===== src/rtl/fixed_point_sign_tracker.sv =====
// ---------------------------------------------------------------------------
// fixed_point_sign_tracker
//
// Sign-folding wrapper for odd-symmetric fixed-point functions (tanh, sinh,
// odd polynomials). Operands are folded to their magnitude on the way into a
// non-negative-domain ALU, and the original sign is recorded in a small FIFO.
// When the ALU hands back a result (in order, any latency), the oldest sign
// is popped and re-applied.
//
// Build option:
//   FIXED_POINT_SIGN_TRACKER_SAT_EN  defined     -> negating the most negative
//                                                   value saturates to +max
//                                    not defined -> the negation wraps (raw
//                                                   two's complement)
//   The overflow flags are raised in both builds.
//
// Parameters:
//   WIDTH      data width, two's complement
//   FRAC_BITS  fractional bits (informational, no arithmetic uses it)
//   DEPTH      sign FIFO entries, >= 2
//
// Ports:
//   CLK            rising-edge clock
//   RSTN           synchronous active-low reset
//   VALUE_IN       signed operand
//   VALID_IN       operand strobe, accepted when READY_IN=1
//   READY_IN       combinational, 1 while the sign FIFO is not full
//   ABS_OUT        registered magnitude towards the ALU
//   ABS_VALID      1-cycle strobe qualifying ABS_OUT
//   ABS_OVERFLOW   operand was the most negative value (with ABS_VALID)
//   ALU_RESULT     signed result from the ALU
//   ALU_VALID      result strobe, always accepted
//   VALUE_OUT      registered sign-restored result
//   VALID_OUT      1-cycle strobe qualifying VALUE_OUT
//   OVERFLOW       negation of the result overflowed (with VALID_OUT)
//   UNDERFLOW_ERR  sticky: a result arrived while the FIFO was empty
//   COUNT          current FIFO occupancy
// ---------------------------------------------------------------------------
module fixed_point_sign_tracker #(
   parameter int WIDTH     = 8,
   parameter int FRAC_BITS = 3,
   parameter int DEPTH     = 4
) (
   input  logic                       CLK,
   input  logic                       RSTN,
   input  logic signed [WIDTH-1:0]    VALUE_IN,
   input  logic                       VALID_IN,
   output logic                       READY_IN,
   output logic signed [WIDTH-1:0]    ABS_OUT,
   output logic                       ABS_VALID,
   output logic                       ABS_OVERFLOW,
   input  logic signed [WIDTH-1:0]    ALU_RESULT,
   input  logic                       ALU_VALID,
   output logic signed [WIDTH-1:0]    VALUE_OUT,
   output logic                       VALID_OUT,
   output logic                       OVERFLOW,
   output logic                       UNDERFLOW_ERR,
   output logic [$clog2(DEPTH+1)-1:0] COUNT
);

   localparam int PW = (DEPTH > 1) ? $clog2(DEPTH) : 1;
   localparam int CW = $clog2(DEPTH+1);

   localparam logic signed [WIDTH-1:0] MOST_NEG = {1'b1, {(WIDTH-1){1'b0}}};
   localparam logic signed [WIDTH-1:0] MOST_POS = {1'b0, {(WIDTH-1){1'b1}}};

   // Elaboration-time parameter sanity.
   if (DEPTH < 2) begin : g_depth_chk
      $error("DEPTH must be at least 2");
   end
   if (FRAC_BITS < 0 || FRAC_BITS >= WIDTH) begin : g_frac_chk
      $error("FRAC_BITS must lie in [0, WIDTH-1]");
   end

   // Two's-complement negation. Returns {overflow, value}; overflow only for
   // the most negative input, whose value then wraps or saturates.
   function automatic logic [WIDTH:0] negate_sat(input logic signed [WIDTH-1:0] x);
      logic                    ovf;
      logic signed [WIDTH-1:0] r;
      ovf = (x == MOST_NEG);
      r   = -x;
`ifdef FIXED_POINT_SIGN_TRACKER_SAT_EN
      if (ovf) r = MOST_POS;
`endif
      return {ovf, r};
   endfunction

   // FIFO state
   logic [DEPTH-1:0] sign_mem;
   logic [PW-1:0]    wr_ptr;
   logic [PW-1:0]    rd_ptr;
   logic [CW-1:0]    count;

   // Stage 0: handshake decode and combinational fold / restore
   logic                    ready_p0;
   logic                    push_p0;
   logic                    pop_p0;
   logic                    underflow_p0;
   logic                    sign_in_p0;
   logic                    sign_out_p0;
   logic [WIDTH:0]          abs_neg_p0;
   logic [WIDTH:0]          res_neg_p0;
   logic signed [WIDTH-1:0] abs_p0;
   logic                    abs_ovf_p0;
   logic signed [WIDTH-1:0] res_p0;
   logic                    res_ovf_p0;

   // A full FIFO blocks the push even when a pop happens in the same cycle;
   // the ready decision is taken from the registered occupancy only.
   assign ready_p0     = (count != CW'(DEPTH));
   assign push_p0      = VALID_IN & ready_p0;
   // Pop uses pre-push occupancy, so a push into an empty FIFO is never
   // bypassed to a simultaneous return.
   assign pop_p0       = ALU_VALID & (count != '0);
   assign underflow_p0 = ALU_VALID & (count == '0);

   assign sign_in_p0   = VALUE_IN[WIDTH-1];
   assign sign_out_p0  = sign_mem[rd_ptr];

   assign abs_neg_p0   = negate_sat(VALUE_IN);
   assign abs_p0       = sign_in_p0 ? abs_neg_p0[WIDTH-1:0] : VALUE_IN;
   assign abs_ovf_p0   = sign_in_p0 & abs_neg_p0[WIDTH];

   assign res_neg_p0   = negate_sat(ALU_RESULT);
   assign res_p0       = sign_out_p0 ? res_neg_p0[WIDTH-1:0] : ALU_RESULT;
   assign res_ovf_p0   = sign_out_p0 & res_neg_p0[WIDTH];

   // Sign storage: plain memory, validity is tracked by the pointers.
   always_ff @(posedge CLK) begin
      if (push_p0) begin
         sign_mem[wr_ptr] <= sign_in_p0;
      end
   end

   // FIFO pointers, occupancy and sticky underflow
   always_ff @(posedge CLK) begin
      if (!RSTN) begin
         wr_ptr        <= '0;
         rd_ptr        <= '0;
         count         <= '0;
         UNDERFLOW_ERR <= 1'b0;
      end else begin
         if (push_p0) begin
            wr_ptr <= (wr_ptr == PW'(DEPTH-1)) ? '0 : wr_ptr + PW'(1);
         end
         if (pop_p0) begin
            rd_ptr <= (rd_ptr == PW'(DEPTH-1)) ? '0 : rd_ptr + PW'(1);
         end
         case ({push_p0, pop_p0})
            2'b10:   count <= count + CW'(1);
            2'b01:   count <= count - CW'(1);
            default: count <= count;
         endcase
         if (underflow_p0) begin
            UNDERFLOW_ERR <= 1'b1;
         end
      end
   end

   // Stage 1: registered ABS path and restored return path
   logic signed [WIDTH-1:0] abs_p1;
   logic                    abs_ovf_p1;
   logic                    abs_vld_p1;
   logic signed [WIDTH-1:0] res_p1;
   logic                    res_ovf_p1;
   logic                    vld_p1;

   always_ff @(posedge CLK) begin
      if (!RSTN) begin
         abs_p1     <= '0;
         abs_ovf_p1 <= 1'b0;
         abs_vld_p1 <= 1'b0;
         res_p1     <= '0;
         res_ovf_p1 <= 1'b0;
         vld_p1     <= 1'b0;
      end else begin
         abs_vld_p1 <= push_p0;
         vld_p1     <= pop_p0;
         if (push_p0) begin
            abs_p1     <= abs_p0;
            abs_ovf_p1 <= abs_ovf_p0;
         end
         if (pop_p0) begin
            res_p1     <= res_p0;
            res_ovf_p1 <= res_ovf_p0;
         end
      end
   end

   assign READY_IN     = ready_p0;
   assign COUNT        = count;
   assign ABS_OUT      = abs_p1;
   assign ABS_OVERFLOW = abs_ovf_p1;
   assign ABS_VALID    = abs_vld_p1;
   assign VALUE_OUT    = res_p1;
   assign OVERFLOW     = res_ovf_p1;
   assign VALID_OUT    = vld_p1;

endmodule


===== config.mk =====
export PLATFORM = sky130hd
export DESIGN_NAME = fixed_point_sign_tracker
export DESIGN_NICKNAME = d
export VERILOG_FILES = /design/src/rtl/fixed_point_sign_tracker.sv
export SDC_FILE = /design/constraint.sdc
export NUM_CORES = 1
export LEC_CHECK = 0
export ABC_CLOCK_PERIOD_IN_PS = 4100
export CAP_MARGIN = 0
export CORE_ASPECT_RATIO = 1.1
export CORE_MARGIN = 4
export CORE_UTILIZATION = 33
export CTS_BUF_LIST = sky130_fd_sc_hd__clkbuf_8
export DETAILED_ROUTE_END_ITERATION = 16
export HOLD_SLACK_MARGIN = 0.15
export MAX_ROUTING_LAYER = met4
export PLACE_DENSITY = 0.64
export SLEW_MARGIN = 20
export SYNTH_ARGS = -nofsm -noshare
export SYNTH_HDL_FRONTEND = slang
export SYNTH_SLANG_ARGS = --single-unit

===== constraint.sdc =====
create_clock -name CLK -period 4.1 [get_ports CLK]
set_clock_uncertainty 0.1 [all_clocks]
set_input_delay 0.82 -clock CLK [delete_from_list [all_inputs] [get_ports CLK]]
set_output_delay 0.82 -clock CLK [all_outputs]
set_load 0.02 [all_outputs]

== Yosys cells after proc, flatten, opt, wreduce, memory -nomap -nowiden ==
Index checks and enable logic that the tools add are counted.

* Bits in registers: 32
* Output and inout bits: 25
* Logic and storage cells: 46

* Add/subtract/negate cells: 6
* $lt $le $gt $ge: 3
* Equality and inequality tests: 7
* Mux-type cells: 10
* Bitwise logic cells: 5
* Reduce and logical (&&, ||, !) cells: 4

{| class="wikitable"
|+ Operators by type and width
! cell !! number
|-
| 8-bit == test, second input constant || 2
|-
| 8-bit 2-to-1 mux || 2
|-
| 8-bit negator || 2
|-
| 2-bit == test, second input constant || 3
|-
| 2-bit by 3-bit less-than comparator with 1-bit output, second input constant || 2
|-
| 3-bit case mux with 2 select lines || 1
|-
| 1-bit bitwise AND || 5
|-
| 2-bit by 1-bit adder with 2-bit output, second input constant || 2
|-
| 4-bit bitwise mux || 1
|-
| 2-bit 2-to-1 mux || 2
|-
| 3-bit by 1-bit adder with 3-bit output, second input constant || 1
|-
| 3-bit logical NOT || 1
|-
| 3-bit inequality test, second input constant || 1
|-
| 3-bit nonzero test || 1
|-
| 3-bit by 1-bit subtractor with 3-bit output, second input constant || 1
|-
| 1-bit binary-select mux with 2-bit select || 1
|-
| 1-bit demux with 2-bit select || 1
|-
| 2-bit by 1-bit == test with 1-bit output, second input constant || 1
|-
| 2-bit by 1-bit greater-or-equal comparator with 1-bit output, second input constant || 1
|-
| 1-bit 2-to-1 mux || 2
|-
| 2-bit nonzero test || 1
|-
| 1-bit logical AND || 1
|}

== Depth between registers and ports, before layout ==
Gate-level depths: netlist of the first run.

* Depth after elaboration: 5
* Gate-level depth with buffers: 10

== Worst setup path after synthesis of the first run ==
OpenSTA, ideal clock, no wires.

* Kind: flip-flop to flip-flop
* Start: register count[2] (netlist: COUNT[2])
* End: register count[2] (netlist: COUNT[2])
* Arrival: 2.500 ns
* Required time: 3.928 ns
* Path slack: 1.429 ns
* Stages on the path, launching flop included: 11
* Path buffers: 1
* Period minus slack after synthesis: 2.671 ns
* Path through: dfxtp_1 > or3b_4 > and2_1 > buf_6 > inv_2 > ha_1 > inv_1 > fa_1 > xor2_1 > or3_1 > a21oi_1

* Cells in the longest elaborated chain, start to end: 4

{| class="wikitable"
|+ Ends and longest elaborated chain
! element !! line !! text
|-
| start, declared || 92 || <nowiki>logic [CW-1:0] count;</nowiki>
|-
| start signal, assigned || 150 || <nowiki>2'b10: count <= count + CW'(1);</nowiki>
|-
| start signal, assigned || 151 || <nowiki>2'b01: count <= count - CW'(1);</nowiki>
|-
| start signal, assigned || 152 || <nowiki>default: count <= count;</nowiki>
|-
| 3-bit inequality test * || 110 || <nowiki>assign ready_p0 = (count != CW'(DEPTH));</nowiki>
|-
| net READY_IN || 48 || <nowiki>output logic READY_IN,</nowiki>
|-
| 1-bit bitwise AND * || 111 || <nowiki>assign push_p0 = VALID_IN & ready_p0;</nowiki>
|-
| 2-bit by 1-bit == test with 1-bit output or 2-bit == test (tied branches) || 149 || <nowiki>case ({push_p0, pop_p0})</nowiki>
|-
| 3-bit case mux with 2 select lines or 2-bit nonzero test (tied branches) || n/a ||
|}

The timed path passes the listed nets; every way through them passes the cells marked *.
A chain may end at the register's enable or synchronous reset.

== Worst setup path in the final report of the first run ==
* Start: input port VALID_IN
* End: register count[2] (netlist: COUNT[2])

* Cells in the longest elaborated chain, start to end: 3

{| class="wikitable"
|+ Ends and longest elaborated chain
! element !! line !! text
|-
| start, declared || 47 || <nowiki>input logic VALID_IN,</nowiki>
|-
| 1-bit bitwise AND * || 111 ||
|-
| 2-bit by 1-bit == test with 1-bit output or 2-bit == test (tied branches) || 149 ||
|-
| 3-bit case mux with 2 select lines or 2-bit nonzero test (tied branches) || n/a ||
|}

Mark *: on every way between the ends. The rest lies on a longest branch, timed or not.

==> results of run 1 <==
==> flip-flops by register name, summed over array words and instances, names as in the netlist <==
| name | cells |
|---|---|
| UNDERFLOW_ERR | 1 |
| rd_ptr | 2 |
| VALID_OUT | 1 |
| ABS_OVERFLOW | 1 |
| COUNT | 3 |
| ABS_OUT | 8 |
| OVERFLOW | 1 |
| ABS_VALID | 1 |
| wr_ptr | 2 |
| VALUE_OUT | 8 |
| sign_mem | 4 |
==> cells by family after synthesis <==
kind of cell / Yosys count
compound gates: 47
xor+xnor: 13
fa+ha+maj: 9
buf+inv: 18
flops: 32
mux: 1
simple gates: 47
==> cell type report <==
cell class	instances	area, sq um
fillers	442	2290
well taps	54	67.6
repair buffers	44	440
clock inverters	3	13.8
clock buffers	5	68.8
multi-input cells	117	766
flip-flops and latches	32	681
inverters	13	48.8
==> worst max-delay path, delay by kind of cell <==
family          cells  cell delay, ps
buf+inv             3             700
xor+xnor            1             150
fa+ha+maj           2             570
simple gates        2             640
compound gates      1             140
==> report_power, final <==
| group | internal [W] | switching [W] |
|---|---|---|
| logic | 0.000213 | 0.000250 |
| registers | 0.000386 | 0.0000494 |
| clock network | 0.000115 | 0.000114 |
| total | 0.000714 | 0.000413 |
==> per-stage QoR <==
step           utilization, %  std cells  total power (W)  instance area, sq um  hold slack (ps)
6_report                 47.6        268          0.00113                  2090              360
4_1_cts                  47.6        268          0.00114                  2090              360
5_1_grt                  47.6        268          0.00121                  2090              377
2_1_floorplan               -        167         0.000734                  1530              358
3_5_place_dp             45.7        260         0.000911                  2000              347
3_3_place_gp             45.7        260         0.000901                  2000              355
==> layer usage <==
metal  share of wire, %  track usage [%]  vias to the layer above  wire length [um]
met1                 45             13.9                      593              1430
met4                1.8             4.98                        0                56
li1                   -                -                      676                 -
met5                  0                -                        -                 0
met2                 46             19.3                       37              1480
met3                6.8             3.65                        7               216
==> cell usage in the layout, fill, tap and decap left out, types with 2 or more instances in the layout <==
cell	synthesis	final
clkinv_2	0	2
xor2_1	10	10
a21oi_1	22	22
o31ai_1	5	5
o21ai_0	11	11
nor2_1	12	12
nand2_1	15	15
ha_1	8	8
inv_1	10	10
clkbuf_8	0	5
dfxtp_1	28	28
nor3_1	3	3
a211oi_1	3	3
edfxtp_1	4	4
xnor2_1	3	3
and3_1	4	4
or4_1	2	2
or3_1	3	3
inv_2	2	2
a21boi_0	2	2
clkinv_1	1	2
nand3_1	2	2
clkdlybuf4s50_1	0	44
==> how the worst min path moves through the flow <==
stage	cells past startpoint	slack, ps	start	to
after detailed placement	2	350	ABS_OUT[7]$_SDFFE_PN0P_	ABS_OUT[7]$_SDFFE_PN0P_
after floorplan	2	360	rd_ptr[1]$_SDFFE_PN0P_	rd_ptr[1]$_SDFFE_PN0P_
after CTS	2	360	ABS_OUT[0]$_SDFFE_PN0P_	ABS_OUT[0]$_SDFFE_PN0P_
after global placement	2	350	VALUE_OUT[0]$_SDFFE_PN0P_	VALUE_OUT[0]$_SDFFE_PN0P_
final	2	360	ABS_OUT[0]$_SDFFE_PN0P_	ABS_OUT[0]$_SDFFE_PN0P_
after global routing	2	380	ABS_OUT[0]$_SDFFE_PN0P_	ABS_OUT[0]$_SDFFE_PN0P_
==> results.sh, run 1 <==
export IMPL_rsz0062_at_grt="no"
export IMPL_clock_sinks=32
export IMPL_relSlewSlack_pct=48.2
export IMPL_crit_arrival_ps=3020
export IMPL_worst_ir_drop_vdd_mv=0.233
export IMPL_initial_utilization_pct=35.0
export IMPL_synthesis_area_sq_um=1530
export IMPL_hold_class="reg2reg"
export IMPL_rows=25
export IMPL_wl_per_cell_um=11.9
export IMPL_period_share_pct=71.2
export IMPL_critPathMaxFanout=17
export IMPL_post_cts_repair_setup_buffers=0
export IMPL_ys_flop_type="dfxtp_1"
export IMPL_slowest_delay_ps=440
export IMPL_p_leak_nw=0.816
export IMPL_firstDrtPassIters=4
export IMPL_finalWeightedCongestion=0.829
export IMPL_r2r_end="COUNT[2]$_SDFFE_PN0P_"
export IMPL_core_area_sq_um=4380
export IMPL_ys_warn_count=0
export IMPL_synthTopCellsByCount="28 x dfxtp_1, 22 x a21oi_1, 15 x nand2_1"
export IMPL_reg2reg_depth=9
export IMPL_layout_drive_gt1_share_pct=5.61
export IMPL_worstMarginPinSlew_ps=770
export IMPL_ctsHtreeMaxLevel=2
export IMPL_finalMaxSlewViolations=0
export IMPL_cpMaxStageDelayCell="clkdlybuf4s50_1"
export IMPL_grt_max_degree=19
export IMPL_p_per_area_nw_per_um2=540
export IMPL_setup_slack_ps=1180
export IMPL_finalSetupViolCount=0
export IMPL_cts_root_buf="clkbuf_8"
export IMPL_num_antenna_cells=0
export IMPL_wl_mm=3.19
export IMPL_cts_tree="built"
export IMPL_drt_iter0_drc=48
export IMPL_gr_total_overflow=0
export IMPL_async_flop_share_pct=0
export IMPL_viasPerCell=4.90
export IMPL_cts_resized=0
export IMPL_synth_distinct_cells=35
export IMPL_drc=0
export IMPL_outcome="completed"
export IMPL_cts_hold_buffers=0
export IMPL_die_area_sq_um=5800
export IMPL_max_cap_viol_count=0
export IMPL_dp_hpwl_mm=2.38
export IMPL_crit_required_ps=4200
export IMPL_post_place_ws_ps=863
export IMPL_r2r_start="COUNT[2]$_SDFFE_PN0P_"
export IMPL_synthXorXnorAreaFrac_pct=7.43
export IMPL_clkLatencyLatePin_ps=280
export IMPL_hold_viol=0
export IMPL_io_buffers=44
export IMPL_synth_top_family_by_area="compound AO/OA/AOI/OAI gates"
export IMPL_cp_cell_sequence="clkdlybuf4s50_1 > and2_1 > inv_2 > ha_1 > inv_1 > fa_1 > xor2_1 > or3_1 > a21oi_1"
export IMPL_min_period_ps=2920
export IMPL_layout_nets=242
export IMPL_syn_nets=196
export IMPL_grt_pass1_vias=1237
export IMPL_start_kind="input pin"
export IMPL_fp_dieW_um=73.0
export IMPL_synth_top_area_share_pct=36.6
export IMPL_cts_max_path_buffers=2
export IMPL_grt_total_usage_pct=12.1
export IMPL_synth_area_top_cells="dfxtp_1 37%, edfxtp_1 7.8%, a21oi_1 7.2%, ha_1 6.5%, xor2_1 5.7%"
export IMPL_die_h_um=79.5
export IMPL_clk_pin_slew_ps=70
export IMPL_yosys_mux_area_fraction_pct=1.47
export IMPL_ios=45
export IMPL_synth_compound_area_share_pct=18.2
export IMPL_grt_pass1_wl_mm=5.37
export IMPL_yosys_area_share_simple_pct=15.0
export IMPL_cp_endpoint="COUNT[2]$_SDFFE_PN0P_"
export IMPL_ys_ff_latch=32
export IMPL_synth_most_common_cell="dfxtp_1"
export IMPL_fmax_mhz=343
export IMPL_antenna_found_initial=0
export IMPL_crit_start="VALID_IN"
export IMPL_crit_type="in2reg"
export IMPL_reg2reg_slack_ps=1310
export IMPL_finalSetupTns_ps=0
export IMPL_synth_fa_ha_area_share_pct=7.84
export IMPL_synth_edf_count=4
export IMPL_area_delta_synth_final_pct=36.1
export IMPL_worstSetupEndpointType="register"
export IMPL_ant_nets=0
export IMPL_postSynthAreaPerCell_sq_um=9.18
export IMPL_yosysTopAreaCell="dfxtp_1"
export IMPL_vias=1313
export IMPL_synth_cells=167
export IMPL_yosysSeqAreaShare_pct=44.4
export IMPL_cts_buffers=5
No activity file was read; power rests on OpenSTA's default activity.
==> run 2: changes to the inputs <==
ABC_CLOCK_PERIOD_IN_PS = 2420   (was 4100)
PLACE_DENSITY = 0.66   (was 0.64)
clock period = 2.42 ns   (was 4.1 ns; I/O delays follow)
==> results.sh, run 2 (synthesis results as in run 1) <==
export IMPL_dp_hpwl_mm=2.56
export IMPL_core_area_sq_um=4380
export IMPL_cts_buffers=5
export IMPL_num_antenna_cells=0
export IMPL_die_area_sq_um=5800
export IMPL_area_delta_synth_final_pct=42.7
export IMPL_p_leak_nw=0.866
export IMPL_mostFrequentLayoutCells="44 x clkdlybuf4s50_1, 25 x dfxtp_1, 22 x a21oi_1, 15 x nand2_1, 12 x nor2_1"
export IMPL_period_share_pct=92.8
export IMPL_rows=25
export IMPL_ios=45
export IMPL_fp_dieW_um=73.0
export IMPL_max_cap_viol_count=0
export IMPL_layout_nets=251
export IMPL_crit_type="reg2reg"
export IMPL_p_per_area_nw_per_um2=917
export IMPL_crit_required_ps=2530
export IMPL_finalWeightedCongestion=0.776
export IMPL_cts_root_buf="clkbuf_8"
export IMPL_final_util_pct=49.9
export IMPL_r2r_end="COUNT[2]$_SDFFE_PN0P_"
export IMPL_start_kind="register"
export IMPL_reg2reg_depth=9
export IMPL_min_period_ps=2250
export IMPL_wl_mm=3.33
export IMPL_grt_max_degree=18
export IMPL_setup_slack_ps=174
export IMPL_worstSetupEndpointType="register"
export IMPL_post_cts_repair_setup_buffers=0
export IMPL_hold_viol=0
export IMPL_finalSetupTns_ps=0
export IMPL_clk_pin_slew_ps=70
export IMPL_relSlewSlack_pct=76.5
export IMPL_cts_max_path_buffers=2
export IMPL_worstMarginPinSlew_ps=351
export IMPL_ctsHtreeMaxLevel=2
export IMPL_nFillCells=446
export IMPL_reg2reg_slack_ps=170
export IMPL_hold_class="reg2reg"
export IMPL_grt_total_usage_pct=12.3
export IMPL_io_buffers=44
export IMPL_worst_ir_drop_vdd_mv=0.289
export IMPL_fmax_mhz=445
export IMPL_wl_per_cell_um=12.0
export IMPL_clkLatencyLatePin_ps=280
export IMPL_vias=1330
export IMPL_drc=0
export IMPL_stdcell_count=277
export IMPL_cts_resized=0
export IMPL_cts_hold_buffers=0
export IMPL_crit_start="COUNT[2]$_SDFFE_PN0P_"
export IMPL_grt_pass1_wl_mm=5.41
export IMPL_drt_iter0_drc=40
export IMPL_finalMaxSlewViolations=0
export IMPL_cts_tree="built"
export IMPL_clock_sinks=32
export IMPL_final_common_cell="clkdlybuf4s50_1"
export IMPL_placedCellCount=269
export IMPL_finalSetupViolCount=0
export IMPL_ant_nets=0
export IMPL_cp_endpoint="COUNT[2]$_SDFFE_PN0P_"
export IMPL_critPathMaxFanout=6
export IMPL_viasPerCell=4.80
export IMPL_die_h_um=79.5
export IMPL_initial_utilization_pct=35.0
export IMPL_outcome="completed"
export IMPL_grt_pass1_vias=1257
export IMPL_r2r_start="COUNT[2]$_SDFFE_PN0P_"
export IMPL_crit_arrival_ps=2360
export IMPL_firstDrtPassIters=4
export IMPL_post_place_ws_ps=17.8
export IMPL_rsz0062_at_grt="no"
export IMPL_antenna_found_initial=0
export IMPL_gr_total_overflow=0
export IMPL_layout_drive_gt1_share_pct=12.6
## run 2: layout make-up
| cell class | instances | area, sq um | share of cell area (%) |
|---|---|---|---|
| inverters | 13 | 53.8 | 2.46 |
| flip-flops and latches | 32 | 687 | 31.4 |
| clock inverters | 3 | 18.8 | 0.858 |
| clock buffers | 5 | 68.8 | 3.15 |
| repair buffers | 53 | 508 | 23.2 |
| well taps | 54 | 67.6 | 3.09 |
| multi-input cells | 117 | 783 | 35.8 |
## run 2: report_power, final
group	switching, W	internal, W	total [W]
clock	0.000198	0.000200	0.000398
sequential	0.0000829	0.000661	0.000744
combinational	0.000448	0.000414	0.000863
## run 2: routing by layer
metal	wire length, um	track usage, %
met2	1700	21.1
met3	132	3.15
met5	0	-
met1	1430	13.0
met4	70	6.09
## run 2: metrics by stage
stage	hold WS [ps]	total power, W	cell area [sq um]
global placement	344	0.00162	2100
finish	352	0.00200	2190
CTS	356	0.00204	2190
global route	380	0.00215	2190
floorplan	358	0.00127	1560
detailed placement	346	0.00163	2100
## run 2: how the worst min path moves through the flow
| stage | slack [ps] | to | startpoint | cells after the start |
|---|---|---|---|---|
| 2_1_floorplan | 360 | rd_ptr[1]$_SDFFE_PN0P_ | rd_ptr[1]$_SDFFE_PN0P_ | 2 |
| 3_3_place_gp | 340 | OVERFLOW$_SDFFE_PN0P_ | OVERFLOW$_SDFFE_PN0P_ | 2 |
| 3_5_place_dp | 350 | ABS_OUT[7]$_SDFFE_PN0P_ | ABS_OUT[7]$_SDFFE_PN0P_ | 2 |
| 4_1_cts | 360 | OVERFLOW$_SDFFE_PN0P_ | OVERFLOW$_SDFFE_PN0P_ | 2 |
| 5_1_grt | 380 | VALUE_OUT[0]$_SDFFE_PN0P_ | VALUE_OUT[0]$_SDFFE_PN0P_ | 2 |
| 6_report | 350 | OVERFLOW$_SDFFE_PN0P_ | OVERFLOW$_SDFFE_PN0P_ | 2 |
## run 2: worst max-delay path: stages (launching register included)
cell and delay [ps]:
dfxtp_4 370, or3b_4 410, and2_4 170, inv_6 50
ha_4 120, inv_1 40, fa_2 330, xor2_1 150
or3_1 300, a21oi_1 140
==> edit 1 (config.mk and constraints of run 2) <==
Build with the macro `FIXED_POINT_SIGN_TRACKER_SAT_EN` defined.
--- a/src/rtl/fixed_point_sign_tracker.sv
+++ b/src/rtl/fixed_point_sign_tracker.sv
@@ -36,6 +36,8 @@
 //   UNDERFLOW_ERR  sticky: a result arrived while the FIFO was empty
 //   COUNT          current FIFO occupancy
 // ---------------------------------------------------------------------------
+`define FIXED_POINT_SIGN_TRACKER_SAT_EN
+
 module fixed_point_sign_tracker #(
    parameter int WIDTH     = 8,
    parameter int FRAC_BITS = 3,
Behaviour: not the same (Yosys sat finds a counterexample within 4 cycles, from zero or initial values and one cycle with RSTN low).
==> edit 1 against run 2 <==
Synthesized area increased by 5.2%; global-route usage increased by 1.1 points; first-iteration DRC count increased by 63%; wire length increased by 8.6%; worst setup slack got worse by 0.091 ns; power increased by 0.50%; sequential cell count unchanged; combinational power increased by 2%; design area increased by 4.0%; largest cell class unchanged; highest routed layer unchanged.
==> edit 1: results (changes against run 2) <==
CP max stage cell=clkdlybuf4s50_1 (was or3b_4); # diodes=0 (unchanged); vias in the first global route=1,368 (was 1,257); synthesized net count=195 (was 196); Worst setup EP type=output pin (was register); largest net degree at the start of global routing=16 (was 18); area share of fa/ha/maj cells after synthesis=7.45% (was 7.84%); global-route wire length before repair=6130 µm (was 5410 µm); Routed Wire Length=3610 µm (was 3330 µm); Buffers on Ports=44 (unchanged); Post-CTS Setup Inserts=0 (unchanged); # fillers=471 (was 446); total iterations of the first detailed-routing run=6 (was 4); HP Start=OVERFLOW (unchanged); layout cells sized above 1=13.5% (was 12.6%); GRT Util Overall=13.5% (was 12.3%); Vias/cell=5.00 (was 4.80); Synth Area in XOR/XNOR=5.97% (was 7.43%); P_leak=0.895 nW (was 0.866 nW); share of the yosys chip area belonging to registers=42.2% (was 44.4%); crit path max fanout=6 (unchanged); Crit path max-delay family=buffers and inverters (was simple AND/OR/NAND/NOR gates); Yosys cell types=41 (was 35); pre-CTS WS=-0.0423 ns (was 0.0178 ns); mux contribution to synthesized area=1.40% (was 1.47%); Synth Area in Compound Gates=21.3% (was 18.2%); post-detail-place hpwl=2700 µm (was 2560 µm); total CTS buffers=5 (unchanged); Iter 0 DRT Violations=65 (was 40); CP arrival=1.75 ns (was 2.36 ns); routability cong.=0.738 (was 0.776); Setup crit start=COUNT[1] (was COUNT[2]); Slew headroom=63.1% (was 76.5%); top cells by area, synth=dfxtp_1 35%, edfxtp_1 7.4%, ha_1 6.2% (was dfxtp_1 37%, edfxtp_1 7.8%, a21oi_1 7.2%); crit-path max cell delay=0.53 ns (was 0.41 ns); VDD IR-drop max=0.271 mV (was 0.289 mV); Post-synth top cells=28 x dfxtp_1, 14 x nand2_1, 12 x inv_1 (was 28 x dfxtp_1, 22 x a21oi_1, 15 x nand2_1); Net Switching=720 µW (was 729 µW); status=finished clean (unchanged)
[edit 1: changes by cell type in the layout (fill, tap and decap cells not counted), moves of 3 or more]
cell,delta
xor2_1,-4
nor2b_1,+3
a21boi_1,+5
inv_1,+4
a211oi_1,-3
a21oi_1,-14
o221a_1,+6
nor2_1,-10
[edit 1: worst paths after layout]
check / end / slack, ns / cells after the start
setup / recovery: READY_IN / 0.08 / 3
hold / removal: OVERFLOW / 0.36 / 2
setup reg to reg: COUNT[2] / 0.10 / 9
hold reg to reg: OVERFLOW / 0.36 / 2
[edit 1: cells by family (layout without fill, tap and decap cells)]
logic type | after synthesis | after routing
adder cells (fa/ha/maj) | 9 | 9
flip-flops | 32 | 32
AO/OA/AOI/OAI | 47 | 47
XOR/XNOR | 11 | 11
buffers and inverters | 20 | 77
AND/OR/NAND/NOR | 46 | 46
multiplexers | 1 | 1
[edit 1: cell type report]
class / instances / area share, %
multi-input combinational: 114 / 37.5
sequential: 32 / 30.4
timing repair buffer: 55 / 23.0
tap: 56 / 3.08
clock buffer: 5 / 3.03
inverter: 14 / 2.53
clock inverter: 3 / 0.495
[edit 1: power groups by stage]
stage	registers (mW)	clock network, mW	logic [mW]
2_1_floorplan	0.875	0	0.406
3_3_place_gp	0.768	0	0.871
3_5_place_dp	0.772	0	0.884
4_1_cts	0.761	0.401	0.889
5_1_grt	0.778	0.423	0.963
6_report	0.757	0.382	0.876
[edit 1: worst min-delay path: stages, from the launching register on]
cell      delay [ns]
dfxtp_1         0.31
nand2_1         0.05
a21boi_0        0.06
[edit 1: metal layers]
layer	global-route usage [%]	routed length [µm]	up-vias
met2	21.4	1690	33
met1	16.0	1690	650
met4	4.27	45	0
li1	-	-	706
met5	-	0	-
met3	4.46	189	6
[edit 1: through the flow]
step	cells	area (µm²)
after global routing	279	2270
after CTS	279	2270
final	279	2270
after floorplan	166	1640
after global placement	271	2190
after detailed placement	271	2190
==> edit 2 (flow settings as in run 2) <==
Without the edit above. Make the reset (`RSTN`) asynchronous in 2 clocked blocks. Comments in the files are not updated.
--- a/src/rtl/fixed_point_sign_tracker.sv
+++ b/src/rtl/fixed_point_sign_tracker.sv
@@ -133,7 +133,7 @@
    end
 
    // FIFO pointers, occupancy and sticky underflow
-   always_ff @(posedge CLK) begin
+   always_ff @(posedge CLK or negedge RSTN) begin
       if (!RSTN) begin
          wr_ptr        <= '0;
          rd_ptr        <= '0;
@@ -165,7 +165,7 @@
    logic                    res_ovf_p1;
    logic                    vld_p1;
 
-   always_ff @(posedge CLK) begin
+   always_ff @(posedge CLK or negedge RSTN) begin
       if (!RSTN) begin
          abs_p1     <= '0;
          abs_ovf_p1 <= 1'b0;
Behaviour: differs if RSTN is asserted again (counterexample within 4 cycles, from zero or initial values and one cycle with RSTN low); with RSTN held inactive, the same outputs for 10 cycles.
==> edit 2 against run 2 <==
Synthesized cell count down 9.6%; worst setup slack lost 0.0016 ns; wire length grew 0.63%; power grew 25%; sequential cell count is the same; count of clock-buffer cells in the layout is the same; final cell count down 6.5%; clock power rose by 26%; maximum frequency barely moved; design area grew 1.5%; non-clock buffer count is 5 lower; synthesized area is 3.7% higher; largest cell class is now sequential cells; largest power group unchanged.
==> edit 2: results (changes against run 2) <==
Yosys cell types=33 (was 35); top_reg_cell synth=dfrtp_1 (was dfxtp_1); final net count=231 (was 251); layout cells sized above 1=9.85% (was 12.6%); global-route wire length before repair=6000 µm (was 5410 µm); Vias/cell=4.66 (was 4.80); top cells by area, synth=dfrtp_1 44%, edfxtp_1 7.6%, ha_1 6.3% (was dfxtp_1 37%, edfxtp_1 7.8%, a21oi_1 7.2%); WL/cell=12.9 µm (was 12.0 µm); GRT Util Overall=13.8% (was 12.3%); FF-to-FF path depth=8 (was 9); Iter 0 DRT Violations=21 (was 40); CP endpoint=COUNT[2] (unchanged); VDD IR-drop max=0.470 mV (was 0.289 mV); HP Start=UNDERFLOW_ERR (was OVERFLOW); synthesized net count=180 (was 196); largest net degree at the start of global routing=29 (was 18); met1 WL=1420 µm (was 1430 µm); Post-synth ARST share=87.5% (was 0%); post-detail-place hpwl=2510 µm (was 2560 µm); status=finished clean (unchanged); Post-synth top cells=28 x dfrtp_1, 21 x nand2_1, 15 x o21ai_0 (was 28 x dfxtp_1, 22 x a21oi_1, 15 x nand2_1); vias in the first global route=1,357 (was 1,257); P_leak=0.984 nW (was 0.866 nW); share of the yosys chip area belonging to registers=51.7% (was 44.4%); hold path cells=1 (was 2); met3 routed WL=306 µm (was 132 µm)
[edit 2: cell types whose count changed in the layout (fill, tap and decap cells not counted), sizes merged, moves of 3 or more]
cell and delta:
a211oi -3, a21oi -20, buf -5, clkinv -3
dfrtp +28, dfxtp -28, nand2 +7, nor2 -6
o21ai +9
[edit 2: cells by family (layout without fill, tap and decap cells)]
logic type                 count (synthesis)  in the layout  synth area share (%)
AOI/OAI and AO/OA                         31             31                  11.2
xor gates and xnor gates                  14             14                  7.72
adders and majority gates                  9              9                  7.56
buffers and inverters                     17             69                  4.49
DFF                                       32             32                  51.7
muxes                                      3              3                  2.76
and+or+nand+nor                           45             45                  14.6
[edit 2: critical path: stages (launching register included)]
cell	delay, ns
dfrtp_2	0.43
or3b_1	0.50
nand2_4	0.11
ha_1	0.18
inv_1	0.06
fa_1	0.37
xor2_1	0.15
nor2_1	0.12
xor2_1	0.16
[edit 2: worst min path at each step]
| stage | end | slack, ns |
|---|---|---|
| 2_1_floorplan | ABS_OUT[0] | 0.09 |
| 3_3_place_gp | ABS_OUT[5] | 0.36 |
| 3_5_place_dp | UNDERFLOW_ERR | 0.36 |
| 4_1_cts | UNDERFLOW_ERR | 0.37 |
| 5_1_grt | UNDERFLOW_ERR | 0.39 |
| 6_report | UNDERFLOW_ERR | 0.37 |
[edit 2: per-stage QoR]
step / std cells / total power, mW / setup WS (ns) / utilization [%] / instance area, µm²
floorplan: 151 / 1.55 / 0.00201 / - / 1590
global placement: 251 / 2.01 / 0.148 / 45.3 / 2110
detailed placement: 251 / 2.04 / 0.0890 / 45.3 / 2110
CTS: 259 / 2.55 / 0.00703 / 47.7 / 2220
global route: 259 / 2.71 / 0.0844 / 47.7 / 2220
finish: 259 / 2.51 / 0.173 / 47.7 / 2220
[edit 2: area by class of cell]
cell class / count / area, µm²
clock buffer: 5 / 68.8
inverter: 13 / 48.8
sequential: 32 / 823
tap: 56 / 70.1
multi-input combinational: 102 / 697
clock inverter: 3 / 38.8
timing repair buffer: 48 / 473
fill: 447 / 2430
[edit 2: timing repair]
action / in CTS / in global routing
setup buffers: 0 / 0
setup endpoints to repair: 0 / 1
hold buffers: 0 / 0
gates resized for setup: 0 / 1
hold endpoints to repair: 0 / 0
[edit 2: layer usage]
| metal | vias up | GRT usage, % |
|---|---|---|
| met2 | 43 | 22.4 |
| li1 | 608 | - |
| met3 | 4 | 5.32 |
| met5 | - | - |
| met4 | 0 | 5.80 |
| met1 | 552 | 14.9 |
[edit 2: power breakdown]
part	leakage, nW	total [mW]	switching (mW)	internal [mW]
registers	0.377	0.877	0.131	0.746
logic	0.548	1.13	0.584	0.545
clock network	0.0593	0.500	0.199	0.301
total	0.984	2.51	0.914	1.59
